File: src/rtl/noc_vc_split_pkg.sv
// Shared NoC flit layout: data width, VC/buffer defaults, flit-type encoding and field positions.
package Noc_parameters;

  localparam int unsigned Noc_Data_Width      = 32;
  localparam int unsigned Noc_VC_Channel      = 4;
  localparam int unsigned Noc_VC_Fifo_Depth   = 4;

  localparam int unsigned Noc_Flit_Type_Lsb   = 30;
  localparam int unsigned Noc_Flit_Type_Width = 2;
  localparam int unsigned Noc_VC_Id_Lsb       = 26;
  localparam int unsigned Noc_VC_Id_Width     = 4;

  typedef enum logic [Noc_Flit_Type_Width-1:0] {
    FLIT_HEAD      = 2'd0,
    FLIT_BODY      = 2'd1,
    FLIT_TAIL      = 2'd2,
    FLIT_HEAD_TAIL = 2'd3
  } noc_flit_type_e;

  typedef enum logic {
    ST_IDLE   = 1'b0,
    ST_PACKET = 1'b1
  } noc_split_state_e;

  function automatic noc_flit_type_e noc_flit_type(input logic [Noc_Data_Width-1:0] flit);
    return noc_flit_type_e'(flit[Noc_Flit_Type_Lsb +: Noc_Flit_Type_Width]);
  endfunction

  function automatic logic [Noc_VC_Id_Width-1:0] noc_flit_vc(input logic [Noc_Data_Width-1:0] flit);
    return flit[Noc_VC_Id_Lsb +: Noc_VC_Id_Width];
  endfunction

endpackage

File: src/rtl/noc_vc_split_fifo.sv
// Single-VC flit buffer: circular storage (any depth), occupancy count and registered below-threshold flag.
module noc_vc_split_fifo
  import Noc_parameters::*;
#(
  parameter int unsigned DEPTH     = Noc_VC_Fifo_Depth,
  parameter int unsigned THRESHOLD = Noc_VC_Fifo_Depth - 2,
  parameter int unsigned WIDTH     = Noc_Data_Width
) (
  input  logic             clk_i,
  input  logic             rst_ni,
  input  logic             clear_i,
  input  logic             wr_en_i,
  input  logic [WIDTH-1:0] wr_data_i,
  input  logic             rd_en_i,
  output logic [WIDTH-1:0] rd_data_o,
  output logic             empty_o,
  output logic             full_o,
  output logic             below_thr_o
);

  localparam int unsigned CW = $clog2(DEPTH + 1);
  localparam int unsigned PW = $clog2(DEPTH);
  localparam logic [CW-1:0] FULL_CNT = CW'(DEPTH);
  localparam logic [CW-1:0] THR_CNT  = CW'(THRESHOLD);
  localparam logic [PW-1:0] LAST_PTR = PW'(DEPTH - 1);

  logic [WIDTH-1:0] mem_q [DEPTH];
  logic [CW-1:0]    count_q, count_d;
  logic [PW-1:0]    wr_ptr_q, rd_ptr_q;
  logic             below_q;
  logic             wr, rd;

  assign empty_o     = (count_q == '0);
  assign full_o      = (count_q == FULL_CNT);
  assign rd_data_o   = mem_q[rd_ptr_q];
  assign below_thr_o = below_q;

  // Full refuses the write even when a pop happens in the same cycle.
  always_comb begin
    wr      = wr_en_i & ~full_o;
    rd      = rd_en_i & ~empty_o;
    count_d = count_q;
    unique case ({wr, rd})
      2'b10:   count_d = count_q + 1'b1;
      2'b01:   count_d = count_q - 1'b1;
      default: count_d = count_q;
    endcase
  end

  always_ff @(posedge clk_i) begin
    if (!rst_ni || clear_i) begin
      count_q  <= '0;
      wr_ptr_q <= '0;
      rd_ptr_q <= '0;
      below_q  <= 1'b1;
    end else begin
      count_q <= count_d;
      below_q <= (count_d < THR_CNT);
      if (wr) wr_ptr_q <= (wr_ptr_q == LAST_PTR) ? '0 : wr_ptr_q + 1'b1;
      if (rd) rd_ptr_q <= (rd_ptr_q == LAST_PTR) ? '0 : rd_ptr_q + 1'b1;
    end
  end

  always_ff @(posedge clk_i) begin
    if (wr) mem_q[wr_ptr_q] <= wr_data_i;
  end

endmodule

File: src/rtl/noc_vc_split.sv
// Demultiplexes a wormhole flit stream onto per-VC buffers, tracking packet framing and dropping malformed flits.
module noc_vc_split
  import Noc_parameters::*;
#(
  parameter int unsigned CHANNELS  = Noc_VC_Channel,
  parameter int unsigned DEPTH     = Noc_VC_Fifo_Depth,
  parameter int unsigned THRESHOLD = Noc_VC_Fifo_Depth - 2
) (
  input  logic                                     noc_clk,
  input  logic                                     noc_rst_n,
  input  logic                                     i_clear,
  input  logic                                     i_valid,
  output logic                                     o_ready,
  input  logic [Noc_Data_Width-1:0]                i_flit,
  output logic [CHANNELS-1:0]                      o_vc_ready,
  output logic [CHANNELS-1:0]                      o_valid,
  input  logic [CHANNELS-1:0]                      i_ready,
  output logic [CHANNELS-1:0][Noc_Data_Width-1:0]  o_flit,
  output logic                                     o_drop
);

  localparam int unsigned VCW = $clog2(CHANNELS);

  noc_split_state_e     state_q;
  logic [VCW-1:0]       cur_vc_q;
  logic                 drop_q;

  noc_flit_type_e       ftype;
  logic [Noc_VC_Id_Width-1:0] vcid;
  logic [VCW-1:0]       tgt;
  logic                 malformed;
  logic                 accept;
  logic [CHANNELS-1:0]  wr_vec, full_vec, empty_vec;

  assign ftype = noc_flit_type(i_flit);
  assign vcid  = noc_flit_vc(i_flit);

  // Out-of-range VC-ids are only checked in IDLE; mid-packet the header VC-id field is not consulted.
  always_comb begin
    malformed = 1'b0;
    tgt       = cur_vc_q;
    if (state_q == ST_IDLE) begin
      tgt       = VCW'(vcid);
      malformed = (ftype == FLIT_BODY) || (ftype == FLIT_TAIL) || (32'(vcid) >= CHANNELS);
    end else begin
      malformed = (ftype == FLIT_HEAD) || (ftype == FLIT_HEAD_TAIL);
    end
  end

  assign o_ready = noc_rst_n & (malformed | ~full_vec[tgt]);
  assign accept  = i_valid & o_ready & ~i_clear;
  assign o_drop  = drop_q;

  always_comb begin
    wr_vec = '0;
    if (accept && !malformed) wr_vec[tgt] = 1'b1;
  end

  always_ff @(posedge noc_clk) begin
    if (!noc_rst_n || i_clear) begin
      state_q  <= ST_IDLE;
      cur_vc_q <= '0;
      drop_q   <= 1'b0;
    end else begin
      drop_q <= accept & malformed;
      if (accept && !malformed) begin
        unique case (state_q)
          ST_IDLE: begin
            if (ftype == FLIT_HEAD) begin
              state_q  <= ST_PACKET;
              cur_vc_q <= tgt;
            end
          end
          ST_PACKET: begin
            if (ftype == FLIT_TAIL) state_q <= ST_IDLE;
          end
          default: state_q <= ST_IDLE;
        endcase
      end
    end
  end

  for (genvar v = 0; v < CHANNELS; v++) begin : g_vc
    noc_vc_split_fifo #(
      .DEPTH     (DEPTH),
      .THRESHOLD (THRESHOLD),
      .WIDTH     (Noc_Data_Width)
    ) u_fifo (
      .clk_i       (noc_clk),
      .rst_ni      (noc_rst_n),
      .clear_i     (i_clear),
      .wr_en_i     (wr_vec[v]),
      .wr_data_i   (i_flit),
      .rd_en_i     (o_valid[v] & i_ready[v]),
      .rd_data_o   (o_flit[v]),
      .empty_o     (empty_vec[v]),
      .full_o      (full_vec[v]),
      .below_thr_o (o_vc_ready[v])
    );
    assign o_valid[v] = ~empty_vec[v];
  end

endmodule

File: config.mk
export PLATFORM = sky130hd
export DESIGN_NAME = noc_vc_split
export DESIGN_NICKNAME = d
export VERILOG_FILES = /design/src/rtl/noc_vc_split_pkg.sv /design/src/rtl/noc_vc_split_fifo.sv /design/src/rtl/noc_vc_split.sv
export SDC_FILE = /design/constraint.sdc
export NUM_CORES = 1
export LEC_CHECK = 0
export ABC_AREA = 1
export ABC_CLOCK_PERIOD_IN_PS = 3480
export CAP_MARGIN = 20
export CORE_UTILIZATION = 42
export DETAILED_ROUTE_END_ITERATION = 10
export PLACE_DENSITY = 0.67
export SYNTH_ARGS = -nofsm -noshare
export SYNTH_HDL_FRONTEND = slang
export SYNTH_SLANG_ARGS = --single-unit
File: constraint.sdc
create_clock -name noc_clk -period 3.48 [get_ports noc_clk]
set_clock_uncertainty 0.2 [all_clocks]
set_input_delay 0.696 -clock noc_clk [delete_from_list [all_inputs] [get_ports noc_clk]]
set_output_delay 0.696 -clock noc_clk [all_outputs]
set_load 0.005 [all_outputs]
==> flow_summary.json <==
{
  "status": "finished with violations",
  "violations": "setup timing",
  "cts.root.buffer_cell": "clkbuf_16",
  "route.met3.wl_mm": 3.08,
  "synthFlopType": "edfxtp_1",
  "timing.final.crit_share_pct": 100,
  "htreeDepth": 2,
  "slowest_stage": "clkdlybuf4s50_1",
  "wl_mm": 52.6,
  "io_pins": 178,
  "rsz0062_at_grt": "yes",
  "post-place-cells": 2389,
  "cp.required_ps": 2580,
  "report.power.total_mw": 13.4,
  "first_global_vias": 12876,
  "p_leak_nw": 8.89,
  "synth.distinct_cells": 29,
  "cp_num_buf_inv": 3,
  "syn_area_um2": 21200,
  "die-height_um": 227,
  "drive_gt1_share_pct": 10.7,
  "drc": 0,
  "crit_family": "buffers and inverters",
  "die_area_um2": 51400,
  "synth_warnings": 0,
  "crit_path_max_fanout": 17,
  "fin_cells": 2492,
  "synth_seq_cells": 556,
  "vias_per_cell": 5.36,
  "yosys-top-cells-area": "edfxtp_1 73%, o21ai_0 6.4%, nor2_1 5.8%, dfxtp_1 4.2%, o22ai_1 3.9%",
  "vias": 13345,
  "avgRoutedWirePerCell_um": 21.1,
  "max_freq_ghz": 0.286,
  "fin_nets": 1852,
  "crit_chain": "inv_1 > buf_4 > o21ai_0 > o22ai_1 > clkdlybuf4s50_1",
  "core_um2": 49400,
  "synth.largest_area_cell": "edfxtp_1",
  "path_class": "reg -> out",
  "place.gp.congestion": 0.818,
  "final_core_util_pct": 53.4,
  "hold_violations": 0,
  "clock_sinks": 556,
  "critPathCaptureType": "output port",
  "hp-class": "reg -> reg",
  "powerDensity_nw_per_um2": 509,
  "wl_met1_mm": 21.9,
  "synth_top_area_share_pct": 72.6,
  "fill_cells": 4010,
  "io_buffers": 177,
  "yosys.cell_count.top_type": "edfxtp_1",
  "peakVddDrop_mv": 0.333,
  "grt_use_total_pct": 20.4,
  "n_antenna_cell": 0,
  "maxCapViolations": 0,
  "postSynthCellCount": 1563,
  "grt_max_degree": 65,
  "slew_headroom_pct": 44.7,
  "setup_ws_ps": -10.5,
  "clk_latency_ps": 590,
  "cpPeakStageDelay_ps": 600,
  "synth_edf_count": 512,
  "numCtsBuffers": 55,
  "initial_core_util_pct": 42.9,
  "area_growth_syn_to_layout_pct": 24.3,
  "drv_slew": 0,
  "syn_nets": 1632,
  "avgSynthCellArea_um2": 13.6,
  "drt_iter0_drc": 1255,
  "synth_commonest_cells": "512 x edfxtp_1, 327 x nor2_1, 272 x o21ai_0, 132 x o22ai_1, 71 x inv_1",
  "finalSetupViolCount": 1,
  "grt_first_pass_wirelength_mm": 76.9,
  "synthArstFlopShare_pct": 0,
  "wl_met2_mm": 26.2,
  "antenna_found_initial": 0,
  "period_minus_slack_ps": 3490,
  "worstMarginPinSlew_ps": 827,
  "firstDrtPassIters": 5,
  "die_w_um": 227,
  "rows": 81,
  "cts.clk_slew.worst_paths_ps": 60,
  "cts_tree": "yes",
  "dpl.hpwl_mm": 32.2,
  "rrSetupSlack_ps": 670,
  "synth-seq-area-share_pct": 76.7,
  "final_antenna_net_count": 0,
  "multi_input_area_um2": 4510,
  "overflow": 0,
  "pre_cts_ws_ps": -110,
  "critPathArrivalTime_ps": 2590,
  "ctsLongestPathBuffers": 3,
  "cp-start-kind": "flop",
  "regArea_um2": 16300,
  "topRoutingLayerUsed": "met4"
}
cell usage in the layout (no fill, tap or decap), drive strengths merged:
| cell | count |
|---|---|
| a21oi | 11 |
| buf | 69 |
| bufinv | 6 |
| clkbuf | 73 |
| clkdlybuf4s50 | 177 |
| clkinv | 22 |
| clkinvlp | 3 |
| dfxtp | 44 |
| edfxtp | 512 |
| fa | 4 |
| ha | 25 |
| inv | 75 |
| nand2 | 50 |
| nand3 | 6 |
| nand3b | 1 |
| nand4 | 6 |
| nor2 | 329 |
| nor3 | 1 |
| o211a | 4 |
| o21ai | 273 |
| o21bai | 5 |
| o22ai | 132 |
sequential cells by signal (all words and copies together), names as in the netlist, named ones only:
name and flops:
g_vc.u_fifo.below_thr_o 4, g_vc.u_fifo.count_q 12, cur_vc_q 2, g_vc.u_fifo.rd_ptr_q 8
g_vc.u_fifo.mem_q 512, g_vc.u_fifo.wr_ptr_q 8, o_drop 1
cell families after synthesis:
family | count (synthesis) | share of synthesized area (%)
compound gates | 425 | 11.0
fa+ha+maj | 29 | 1.85
simple gates | 393 | 7.52
buf+inv | 160 | 2.93
flops | 556 | 76.7
final cells by class:
type | count | share of cell area, %
Tap cell | 664 | 3.16
Clock inverter | 29 | 1.12
Inverter | 77 | 1.12
Clock buffer | 73 | 5.72
Multi-Input combinational cell | 847 | 17.1
Timing Repair Buffer | 246 | 9.99
Sequential cell | 556 | 61.8
routing by layer:
metal | vias to the layer above | GRT usage, %
met5 | - | 0
met4 | 0 | 6.28
met3 | 78 | 3.15
met2 | 443 | 34.5
met1 | 6669 | 27.1
li1 | 6155 | -
stage by stage:
stage	instance area, um2	TNS [ps]	hold WS, ps
global route	26300	-30.9	297
global placement	24400	-72.4	237
floorplan	21200	-67190	222
CTS	26300	0	255
detailed placement	24400	-467	239
finish	26300	-10.5	257
power breakdown:
part	leakage (nW)	internal (mW)	switching, mW
clock	0.876	3.48	2.42
sequential	4.96	7.29	0.000988
combinational	3.06	0.0710	0.156
worst reg2reg max path: cells and delay by family (launching register included):
| family | cells | cell delay (ps) |
|---|---|---|
| buffers and inverters | 3 | 280 |
| DFF | 1 | 500 |
| AOI/OAI and AO/OA | 3 | 490 |
| adders and majority gates | 2 | 580 |
| and+or+nand+nor | 7 | 710 |
timing repair:
action / in CTS / in global routing
pin swaps: 1 / 1
buffers inserted: 1 / 0
hold buffers: 0 / 0
setup endpoints to repair: 58 / 19
gates resized for setup: 7 / 14
path summary, 6_finish.rpt:
check                                  from                         to  depth (start not counted)
setup reg to reg                       flop  g_vc[0].u_fifo.count_q[2]                         15
hold reg to reg   g_vc[3].u_fifo.count_q[0]  g_vc[3].u_fifo.count_q[0]                          1
setup / recovery                       flop                o_flit[117]                          5
hold / removal    g_vc[3].u_fifo.count_q[0]  g_vc[3].u_fifo.count_q[0]                          1
(Power assumes the default switching activity.)
==> patch: new RTL, same settings <==
Set the package constant `Noc_VC_Fifo_Depth` to 8 (it was 4).
--- a/src/rtl/noc_vc_split_pkg.sv
+++ b/src/rtl/noc_vc_split_pkg.sv
@@ -3,7 +3,7 @@
 
   localparam int unsigned Noc_Data_Width      = 32;
   localparam int unsigned Noc_VC_Channel      = 4;
-  localparam int unsigned Noc_VC_Fifo_Depth   = 4;
+  localparam int unsigned Noc_VC_Fifo_Depth   = 8;
 
   localparam int unsigned Noc_Flit_Type_Lsb   = 30;
   localparam int unsigned Noc_Flit_Type_Width = 2;
Check against the original RTL: not equivalent (Yosys sat finds a counterexample within 4 cycles, from zero or initial values).
==> patch against the unedited design <==
- final cell count increased by 100%
- final area increased by 100%
- sequential cell count increased by 528
- die area increased by 99%
- area after synthesis increased by 100%
- worst setup slack improved by 75 ps
- total power increased by 92%
- routed wire length increased by 120%
- non-clock buffer count increased by 179
- maximum frequency increased by 2.2%
- global-route usage increased by 1.4 points
==> patch: results (changes against the unedited design) <==
| Metric | Value |
|---|---|
| Async SR Flop Fraction | 0 (unchanged) |
| Synth warn | 0 (unchanged) |
| Root Driver | clkbuf_16 (unchanged) |
| Nets | 3754 (was 1852) |
| Biggest regs | g_vc.u_fifo.mem_q: 1024 flops, g_vc.u_fifo.count_q: 16 flops (was g_vc.u_fifo.mem_q: 512 flops, g_vc.u_fifo.count_q: 12 flops) |
| First-pass GRT wire length | 168000 µm (was 76900 µm) |
| WL final | 113000 µm (was 52600 µm) |
| Worst Hold Class | flop to flop (unchanged) |
| Hold_sp | g_vc[3].u_fifo.rd_ptr_q[1] (was g_vc[3].u_fifo.count_q[0]) |
| Initial antenna violation count | 11 (was 0) |
| Leak | 18.5 nW (was 8.89 nW) |
| DP Wirelength | 61100 µm (was 32200 µm) |
| Gpl congestion | 0.824 (was 0.818) |
| Synth top area cells | edfxtp_1, nor2_1, o21ai_0 (was edfxtp_1, o21ai_0, nor2_1) |
| Iteration-0 DRC Markers | 2714 (was 1255) |
| Number of global-route vias before repair | 27200 (was 12900) |
| Crit-path slowest cell | clkdlybuf4s50_1 (unchanged) |
| Register area share after synthesis | 0.755 (was 0.767) |
| CP max stage delay | 530 ps (was 600 ps) |
| Slew margin rel. | 0.625 (was 0.447) |
| Synth cell types | 32 (was 29) |
| CP startpoint kind | flop (unchanged) |
| Max IR drop VDD | 0.396 mV (was 0.333 mV) |
| Top cells by count, synth | edfxtp_1, nor2_1, o21ai_0 (unchanged) |
| Pin count of the biggest net entering global routing | 46 (was 65) |
| Input/output buffers | 177 (unchanged) |
| H-tree levels | 3 (was 2) |
| Initial DRT Pass Iterations | 8 (was 5) |
| GRT Total Usage | 0.218 (was 0.204) |
| Share of cells above drive strength 1 | 0.141 (was 0.107) |
| TritonCTS Buffers | 103 (was 55) |
| Outcome | finished clean (was finished, violations left) |
| Clock transition at path regs | 60 ps (about the same) |
| Dominant synthesized flop cell | edfxtp_1 (unchanged) |
| Number of synthesized flops with an enable pin | 1024 (was 512) |
| Maximum fanout along the worst path | 24 (was 17) |
| Setup slack at placement | -424 ps (was -110 ps) |
| Clk buf depth | 3 (unchanged) |
| Clk_lat worst skew | 680 ps (was 590 ps) |
| Total grt overflow | 0 (unchanged) |
| Post-synth net total | 3422 (was 1632) |
| Vias | 27800 (was 13300) |
-- patch: per-layer routing --
metal  global-route usage  share of wire  vias to the layer above
li1                     -              -                    12800
met1                0.293           0.41                    13700
met2                0.352           0.47                     1093
met3               0.0322          0.070                      197
met4               0.0966          0.042                        4
met5                    0        0.00021                        -
-- patch: worst max-delay path: cells and delay by family, from the launching register on --
family / cells / cell delay [ps]
buffers and inverters: 3 / 840
AOI/OAI and AO/OA: 3 / 480
DFF: 1 / 460
and+or+nand+nor: 1 / 60
-- patch: cell type report --
cell class / count / area [µm²]
Antenna cell: 1 / 2.50
Fill cell: 8125 / 47400
Clock buffer: 132 / 2780
Timing Repair Buffer: 425 / 5330
Multi-Input combinational cell: 1994 / 10000
Tap cell: 1298 / 1620
Clock inverter: 61 / 552
Sequential cell: 1084 / 32000
Inverter: 77 / 370
-- patch: repair_timing --
item                       CTS  global route
hold buffers                 0             0
pin swaps                   50            19
setup endpoints to repair  129            42
hold endpoints to repair     0             0
setup buffers               26             3
cloned                      24             6
gates resized for setup    227            53
-- patch: kinds of logic (layout without fill, tap and decap cells) --
group	after synthesis	after routing	synth area share
AND/OR/NAND/NOR	1139	1139	0.104
flip-flops	1084	1084	0.755
AO/OA/AOI/OAI	818	818	0.105
buffers and inverters	275	695	0.0260
adder cells (fa/ha/maj)	29	29	0.00857
XOR/XNOR	8	8	0.00166
other	0	1	0
-- patch: per-stage QoR --
step	TNS (ps)	cell area, µm²	cells
floorplan	-167680	42500	3353
global placement	-94850	47500	4820
detailed placement	-158130	47500	4820
CTS	-229	52300	5063
global route	-29.6	52600	5071
finish	0	52600	5072
-- patch: final timing paths --
check             slack [ps]                          to  cells after the start
setup / recovery          60                   o_flit[3]                      7
hold / removal           290                        flop                      2
setup reg to reg         590  g_vc[0].u_fifo.below_thr_o                     19
hold reg to reg          290                        flop                      2
-- patch: power by group --
part	switching [mW]	leakage [nW]	internal, mW
clock	4.79	1.63	6.33
combinational	0.342	7.21	0.110
sequential	0.00210	9.69	14.2
